`src/rtl/instr_encoder.sv`:
```
// RV32 instruction encoder: builds a 32-bit word from format/fields/immediate,
// range-checks the immediate and queues {err, instr} in a 2-entry FIFO.
module instr_encoder (
  input  logic        clk,
  input  logic        rst_n,
  input  logic        in_valid,
  output logic        in_ready,
  input  logic [2:0]  in_fmt,
  input  logic [6:0]  in_opcode,
  input  logic [4:0]  in_rd,
  input  logic [4:0]  in_rs1,
  input  logic [4:0]  in_rs2,
  input  logic [2:0]  in_funct3,
  input  logic [6:0]  in_funct7,
  input  logic [31:0] in_imm,
  output logic        out_valid,
  input  logic        out_ready,
  output logic [31:0] out_instr,
  output logic        out_err,
  output logic [7:0]  err_count
);

  typedef enum logic [2:0] {
    FMT_R = 3'd0,
    FMT_I = 3'd1,
    FMT_S = 3'd2,
    FMT_B = 3'd3,
    FMT_U = 3'd4,
    FMT_J = 3'd5
  } fmt_e;

  logic [31:0] enc_instr;
  logic        enc_err;
  logic        imm12_ok, immb_ok, immu_ok, immj_ok;

  logic [32:0] mem_q [2];
  logic [32:0] mem_d [2];
  logic        wr_ptr_q, wr_ptr_d;
  logic        rd_ptr_q, rd_ptr_d;
  logic [1:0]  count_q, count_d;
  logic [7:0]  err_count_q, err_count_d;
  logic        ready_en_q, ready_en_d;
  logic        push, pop;
  logic [32:0] head;

  // A value fits a signed N-bit field when every bit above the sign bit copies it.
  always_comb begin
    imm12_ok = (&in_imm[31:11]) | ~(|in_imm[31:11]);
    immb_ok  = ((&in_imm[31:12]) | ~(|in_imm[31:12])) & ~in_imm[0];
    immu_ok  = ~(|in_imm[11:0]);
    immj_ok  = ((&in_imm[31:20]) | ~(|in_imm[31:20])) & ~in_imm[0];
  end

  always_comb begin
    enc_instr = 32'h0000_0013;
    enc_err   = 1'b1;
    case (in_fmt)
      FMT_R: begin
        enc_instr = {in_funct7, in_rs2, in_rs1, in_funct3, in_rd, in_opcode};
        enc_err   = 1'b0;
      end
      FMT_I: if (imm12_ok) begin
        enc_instr = {in_imm[11:0], in_rs1, in_funct3, in_rd, in_opcode};
        enc_err   = 1'b0;
      end
      FMT_S: if (imm12_ok) begin
        enc_instr = {in_imm[11:5], in_rs2, in_rs1, in_funct3, in_imm[4:0], in_opcode};
        enc_err   = 1'b0;
      end
      FMT_B: if (immb_ok) begin
        enc_instr = {in_imm[12], in_imm[10:5], in_rs2, in_rs1, in_funct3,
                     in_imm[4:1], in_imm[11], in_opcode};
        enc_err   = 1'b0;
      end
      FMT_U: if (immu_ok) begin
        enc_instr = {in_imm[31:12], in_rd, in_opcode};
        enc_err   = 1'b0;
      end
      FMT_J: if (immj_ok) begin
        enc_instr = {in_imm[20], in_imm[10:1], in_imm[11], in_imm[19:12], in_rd, in_opcode};
        enc_err   = 1'b0;
      end
      default: begin
        enc_instr = 32'h0000_0013;
        enc_err   = 1'b1;
      end
    endcase
  end

  // in_ready is held low until the first edge after reset release.
  assign in_ready  = ready_en_q & (count_q != 2'd2);
  assign out_valid = (count_q != 2'd0);
  assign push      = in_valid & in_ready;
  assign pop       = out_valid & out_ready;
  assign head      = mem_q[rd_ptr_q];
  assign out_instr = out_valid ? head[31:0] : '0;
  assign out_err   = out_valid ? head[32] : 1'b0;
  assign err_count = err_count_q;

  always_comb begin
    mem_d       = mem_q;
    wr_ptr_d    = wr_ptr_q ^ push;
    rd_ptr_d    = rd_ptr_q ^ pop;
    count_d     = count_q;
    err_count_d = err_count_q;
    ready_en_d  = 1'b1;
    if (push) mem_d[wr_ptr_q] = {enc_err, enc_instr};
    case ({push, pop})
      2'b10:   count_d = count_q + 2'd1;
      2'b01:   count_d = count_q - 2'd1;
      default: count_d = count_q;
    endcase
    if (push && enc_err && (err_count_q != 8'hFF)) err_count_d = err_count_q + 8'd1;
  end

  always_ff @(posedge clk or negedge rst_n) begin
    if (!rst_n) begin
      for (int unsigned i = 0; i < 2; i++) mem_q[i] <= '0;
      wr_ptr_q    <= 1'b0;
      rd_ptr_q    <= 1'b0;
      count_q     <= '0;
      err_count_q <= '0;
      ready_en_q  <= 1'b0;
    end else begin
      mem_q       <= mem_d;
      wr_ptr_q    <= wr_ptr_d;
      rd_ptr_q    <= rd_ptr_d;
      count_q     <= count_d;
      err_count_q <= err_count_d;
      ready_en_q  <= ready_en_d;
    end
  end

endmodule

```
`config.mk`:
```
export PLATFORM = sky130hd
export DESIGN_NAME = instr_encoder
export DESIGN_NICKNAME = d
export VERILOG_FILES = /design/src/rtl/instr_encoder.sv
export SDC_FILE = /design/constraint.sdc
export NUM_CORES = 1
export LEC_CHECK = 0
export ABC_AREA = 1
export CAP_MARGIN = 15
export CORE_ASPECT_RATIO = 0.7
export CORE_MARGIN = 2
export CORE_UTILIZATION = 55
export CTS_BUF_LIST = sky130_fd_sc_hd__clkbuf_4 sky130_fd_sc_hd__clkbuf_8 sky130_fd_sc_hd__clkbuf_16
export DETAILED_ROUTE_END_ITERATION = 8
export PLACE_DENSITY = 0.9
export SLEW_MARGIN = 20
export SYNTH_ARGS = -nofsm -noshare
export SYNTH_HDL_FRONTEND = slang
export SYNTH_SLANG_ARGS = --single-unit
```
`constraint.sdc`:
```
create_clock -name clk -period 4 [get_ports clk]
set_input_delay 0.6 -clock clk [delete_from_list [all_inputs] [get_ports clk]]
set_output_delay 0.6 -clock clk [all_outputs]
set_load 0.005 [all_outputs]
```
==> results of run 1 <==
[worst min-delay path by stage]
stage	startpoint	to	slack (ns)	cells after the start
global placement	mem_q[37]	mem_q[37]	0.46	2
global route	rst_n	mem_q[29]	0.16	1
CTS	rst_n	mem_q[29]	0.46	1
finish	rst_n	mem_q[29]	0.15	1
detailed placement	mem_q[51]	mem_q[51]	0.46	2
floorplan	rst_n	count_q[0]	0.30	0
[synthesized netlist by cell type, drive strengths merged, types with 5 or more instances]
| library cell | count |
|---|---|
| inv | 46 |
| dfrtp | 79 |
| a21boi | 5 |
| nand3 | 37 |
| buf | 16 |
| nand4 | 27 |
| o21ai | 15 |
| xor2 | 6 |
| clkbuf | 16 |
| nand2 | 409 |
| nor2 | 48 |
| a21oi | 36 |
[per-stage QoR]
step	setup WS [ns]	cell area [sq um]	util [%]
floorplan	2.09	4900	-
global placement	1.33	6090	71.2
detailed placement	1.22	6090	71.2
CTS	0.954	6370	74.5
global route	0.793	6400	74.8
finish	0.930	6400	74.8
[worst max-delay path, stage by stage (launching register included)]
cell and delay, ns:
dfrtp_1 0.43, nor2_2 0.80, buf_4 0.35, a21oi_1 0.09, clkdlybuf4s50_1 0.45
[state kept, by name, summed over array words and instances, names as in the netlist]
| name | count |
|---|---|
| wr_ptr_q | 1 |
| ready_en_q | 1 |
| mem_q | 66 |
| count_q | 2 |
| rd_ptr_q | 1 |
| err_count | 8 |
[kinds of logic (layout without fill, tap and decap cells)]
group | Yosys count | in the layout | synth area share (%)
AOI/OAI and AO/OA | 56 | 56 | 6.21
xor gates and xnor gates | 9 | 9 | 1.61
adders and majority gates | 4 | 4 | 1.02
buffers and inverters | 81 | 186 | 6.85
DFF | 79 | 79 | 40.4
other | 1 | 1 | 0.0766
and+or+nand+nor | 526 | 526 | 43.9
[metal layers]
| metal | GRT usage (%) | up-vias | part of all wire, % |
|---|---|---|---|
| met2 | 49.8 | 338 | 48 |
| met4 | 9.30 | 0 | 2.5 |
| li1 | - | 2562 | - |
| met5 | 0 | - | 0 |
| met1 | 42.5 | 2518 | 40 |
| met3 | 8.47 | 38 | 10 |
[where the power goes]
part	total (mW)	internal [mW]	switching, mW
Combinational	1.20	0.522	0.675
Clock	0.779	0.465	0.314
Sequential	1.17	1.03	0.149
Total	3.15	2.01	1.14
[layout make-up]
| class | instances | area [sq um] | area share [%] |
|---|---|---|---|
| multi-input cells | 596 | 2590 | 40.4 |
| flip-flops and latches | 79 | 1980 | 30.9 |
| inverters | 49 | 184 | 2.88 |
| well taps | 120 | 150 | 2.35 |
| clock inverters | 3 | 17.5 | 0.274 |
| clock buffers | 12 | 267 | 4.17 |
| repair buffers | 122 | 1220 | 19.0 |
==> metrics.txt, run 1 <==
status=complete, no violations; first-pass GRT wire length=24100 um; worst-path maximum fanout=23; clk slew on worst S/H paths=0.06 ns; Final ANT Viol Nets=0; synth top area cells=dfrtp_1 (40%), nand2_1 (31%), a21oi_1 (3.6%); Fin. Hold Viols=0; Slew Limit Fails=0; vias in the first global route=5161; I/O Buffers=113; final worst path period need=between 3 and 4 ns; reg2reg path depth=7; most frequent cells in the layout=nand2_1 (405), clkdlybuf4s50_1 (112), dfrtp_1 (79); Die Span X=117 um; most common cell after layout, fill and taps aside=nand2_1; Synth Instances=roughly 760; Arr. time, crit path=2.47 ns; Filler Cell Count=664; sequential area share after synthesis=40.4%; Worst setup SP type=flop; TNS Setup=0 ns; Post-Synthesis Cell Area=0.00490 sq mm; number of synthesized register bits=79; Sink Count=79; chip height=82.9 um; Remaining DRCs=0; Setup crit end=out_instr[22]; io pins=~110; Max Clk Rate=between 300 and 400 MHz; YS warnings=0; cell area power density=between 400 and 500 mW/mm^2; number of max-cap violations=0; Clock Skew=0.00425 ns; FF-to-FF Start=count_q[0]; initial antenna violation count=0; cts hold-fix bufs=0; asr flop ratio synth=100%; top cell type's share of synthesized area=40.4%; via count=5456; Resize count post-CTS=0; Synth Area per Inst=6.48 sq um; Post-Route WL=14800 um; Initial Utilization=57.3%; Inst Count DP=approximately 970; area delta synth->final=30.7%; kind of critical path=reg2out; final RePlAce weighted congestion=0.934; static leakage=3.21 nW; Final Cycle Share=76.8%; largest net degree at the start of global routing=80; H-Tree Depth=3; Post-CTS Setup Repair Bufs=0; EDFF count, synth=0; Core Rows=28; clock buffer depth=2; library cells used by synthesis=31; Setup-failing EPs final=0; RSZ-0062 raised after global routing=no; WHS=between 0.15 and 0.2 ns; CP Capture Type=output pin; Finished Layout Cells=981; drt initial violations=between 700 and 800; WP data required=3.40 ns; die area=around 0.0097 sq mm; CTS tree=built; top cell type by total area after synthesis=dfrtp_1; ant diodes=0; Worst-Margin Slew=1.04 ns; Worst slew margin=30.7%; R2R setup slack=1.45 ns; total gr overflow=0; drt pass-1 iters=6; CTS root buf=clkbuf_16; syn nets=831; routed wire length per instance=roughly 15 um; CTS buffer count=9; placed wire-length estimate=~10000 um; Final #Nets=a little over 900; Post-synth top flop=dfrtp_1; Placeable Area=0.00855 sq mm; total track usage=approximately a third; Peak VDD IR=between 200 and 300 uV; Hold Crit Class=in2async; clk_lat worst skew=0.34 ns; Pwr Total=3.15 mW; share of layout cells above drive strength 1=5.46%; Crit Reg-Reg Endpoint=count_q[1]; Via density=5.56; Setup crit start=count_q[0]
Power figures use the tool's default switching activity.
==> inputs of run 2 (changes only) <==
--- a/config.mk
+++ b/config.mk
@@ -9,10 +9,10 @@
 export CAP_MARGIN = 15
 export CORE_ASPECT_RATIO = 0.7
 export CORE_MARGIN = 2
-export CORE_UTILIZATION = 55
+export CORE_UTILIZATION = 51
 export CTS_BUF_LIST = sky130_fd_sc_hd__clkbuf_4 sky130_fd_sc_hd__clkbuf_8 sky130_fd_sc_hd__clkbuf_16
 export DETAILED_ROUTE_END_ITERATION = 8
-export PLACE_DENSITY = 0.9
+export PLACE_DENSITY = 0.84
 export SLEW_MARGIN = 20
 export SYNTH_ARGS = -nofsm -noshare
 export SYNTH_HDL_FRONTEND = slang
==> constraint.sdc (replaced) <==
create_clock -name clk -period 3 [get_ports clk]
set_input_delay 0.45 -clock clk [delete_from_list [all_inputs] [get_ports clk]]
set_output_delay 0.45 -clock clk [all_outputs]
set_load 0.005 [all_outputs]
==> metrics.txt, run 2 (synthesized netlist as in run 1, its figures left out) <==
drt pass-1 iters=5; final RePlAce weighted congestion=0.937; Psw=1.51 mW; H-Tree Depth=3; Largest Register=mem_q; kind of critical path=reg2out; CTS buffer count=9; via count=5397; Clk network pwr share=between 20% and 30%; worst-path maximum fanout=24; Remaining DRCs=0; FF-to-FF Start=count_q[0]; reg2reg path depth=9; first-pass GRT wire length=25200 um; Hold Crit Class=in2async; Logic pwr share=37.8%; number of max-cap violations=0; most frequent cells in the layout=nand2_1 (405), clkdlybuf4s50_1 (112), dfrtp_1 (79); Final ANT Viol Nets=0; cell area power density=661 mW/mm^2; static leakage=3.24 nW; WP data required=2.55 ns; Util after Layout=a little over two thirds; largest net degree at the start of global routing=80; Placeable Area=around 0.009 sq mm; Max Clk Rate=381 MHz; placed instance area=0.00615 sq mm; clk_lat worst skew=0.34 ns; placed wire-length estimate=approximately 11000 um; vias in the first global route=5145; Peak VDD IR=432 uV; CP Capture Type=output pin; WHS=0.260 ns; Core Rows=29; Clock Skew=0.00421 ns; Setup-failing EPs final=0; chip height=86.0 um; Reg power frac=36.7%; most common cell after layout, fill and taps aside=nand2_1; cts hold-fix bufs=0; switch share=35.5%; Pwr Total=~4.3 mW; final worst path period need=2.62 ns; area delta synth->final=31.6%; Initial Utilization=53.3%; area occupied by multi-input gates=0.00259 sq mm; Finished Layout Cells=989; Worst setup SP type=flop; Post-CTS Setup Repair Bufs=0; CTS root buf=clkbuf_16; Int Pwr=2.74 mW; Crit Reg-Reg Endpoint=mem_q[65]; routed wire length per instance=15.6 um; share of layout cells above drive strength 1=5.90%; I/O Buffers=roughly 110; Sink Count=79; clock buffer depth=2; Arr. time, crit path=2.17 ns; Fin. Hold Viols=0; Final Cycle Share=between 80 and 90%; clk slew on worst S/H paths=~0.060 ns; ant diodes=0; die area=between 0.01 and 0.015 sq mm; total track usage=30.7%; Die Span X=121 um; Worst slew margin=between 30% and 40%; Worst-Margin Slew=about 1.0 ns; Slew Limit Fails=0; Via density=5.46; RSZ-0062 raised after global routing=no; Resize count post-CTS=0; max reg flops=66; CTS tree=built; fin worst setup slack=0.375 ns; R2R setup slack=0.81 ns; Storage cell area=0.00198 sq mm; pre-CTS setup slack=0.252 ns; Design Area, Final=0.00644 sq mm; Post-Route WL=15400 um; drt initial violations=about 440; TNS Setup=0 ns; initial antenna violation count=0; status=complete, no violations; io pins=114; Final #Nets=935; total gr overflow=0; Filler Cell Count=roughly 780; Inst Count DP=973
-- run 2: changes by cell type in the layout (fill, tap and decap cells not counted) --
cell        change
bufinv_16       +1
clkinv_2        +1
clkinvlp_4      +1
buf_12          +2
clkbuf_8        -2
buf_16          -1
buf_4           +2
-- run 2: area by class of cell --
type | instances | area share (%)
Multi-Input combinational cell | 596 | 40.1
Sequential cell | 79 | 30.7
Clock inverter | 6 | 0.932
Timing Repair Buffer | 125 | 19.3
Tap cell | 124 | 2.41
Inverter | 49 | 2.85
Clock buffer | 10 | 3.71
-- run 2: worst max path at each step --
stage / end / startpoint / cells past startpoint / slack [ns]
after global routing: out_instr[31] / rd_ptr_q / 5 / 0.25
after detailed placement: mem_q[37] / in_imm[31] / 14 / 0.25
after global placement: mem_q[0] / in_imm[31] / 14 / 0.30
after floorplan: mem_q[10] / count_q[0] / 10 / 1.09
after CTS: out_instr[0] / rd_ptr_q / 5 / 0.38
final: out_instr[0] / rd_ptr_q / 5 / 0.38
-- run 2: power by group through the flow --
stage	Sequential [mW]	Clock, mW	Combinational [mW]
CTS	1.56	1.10	1.60
global placement	1.55	0	1.55
finish	1.57	1.08	1.61
floorplan	1.52	0	0.826
global route	1.60	1.13	1.77
detailed placement	1.57	0	1.59
-- run 2: critical path, stage by stage, from the launching register on --
cell	delay (ns)
dfrtp_1	0.39
inv_1	0.36
buf_12	0.24
nand2_1	0.08
a21oi_1	0.22
clkdlybuf4s50_1	0.55
-- run 2: layer usage --
layer	global-route usage (%)	part of all wire, %
met5	0	0
met2	52.9	49
met3	5.98	6.9
met4	7.40	1.1
met1	40.3	43
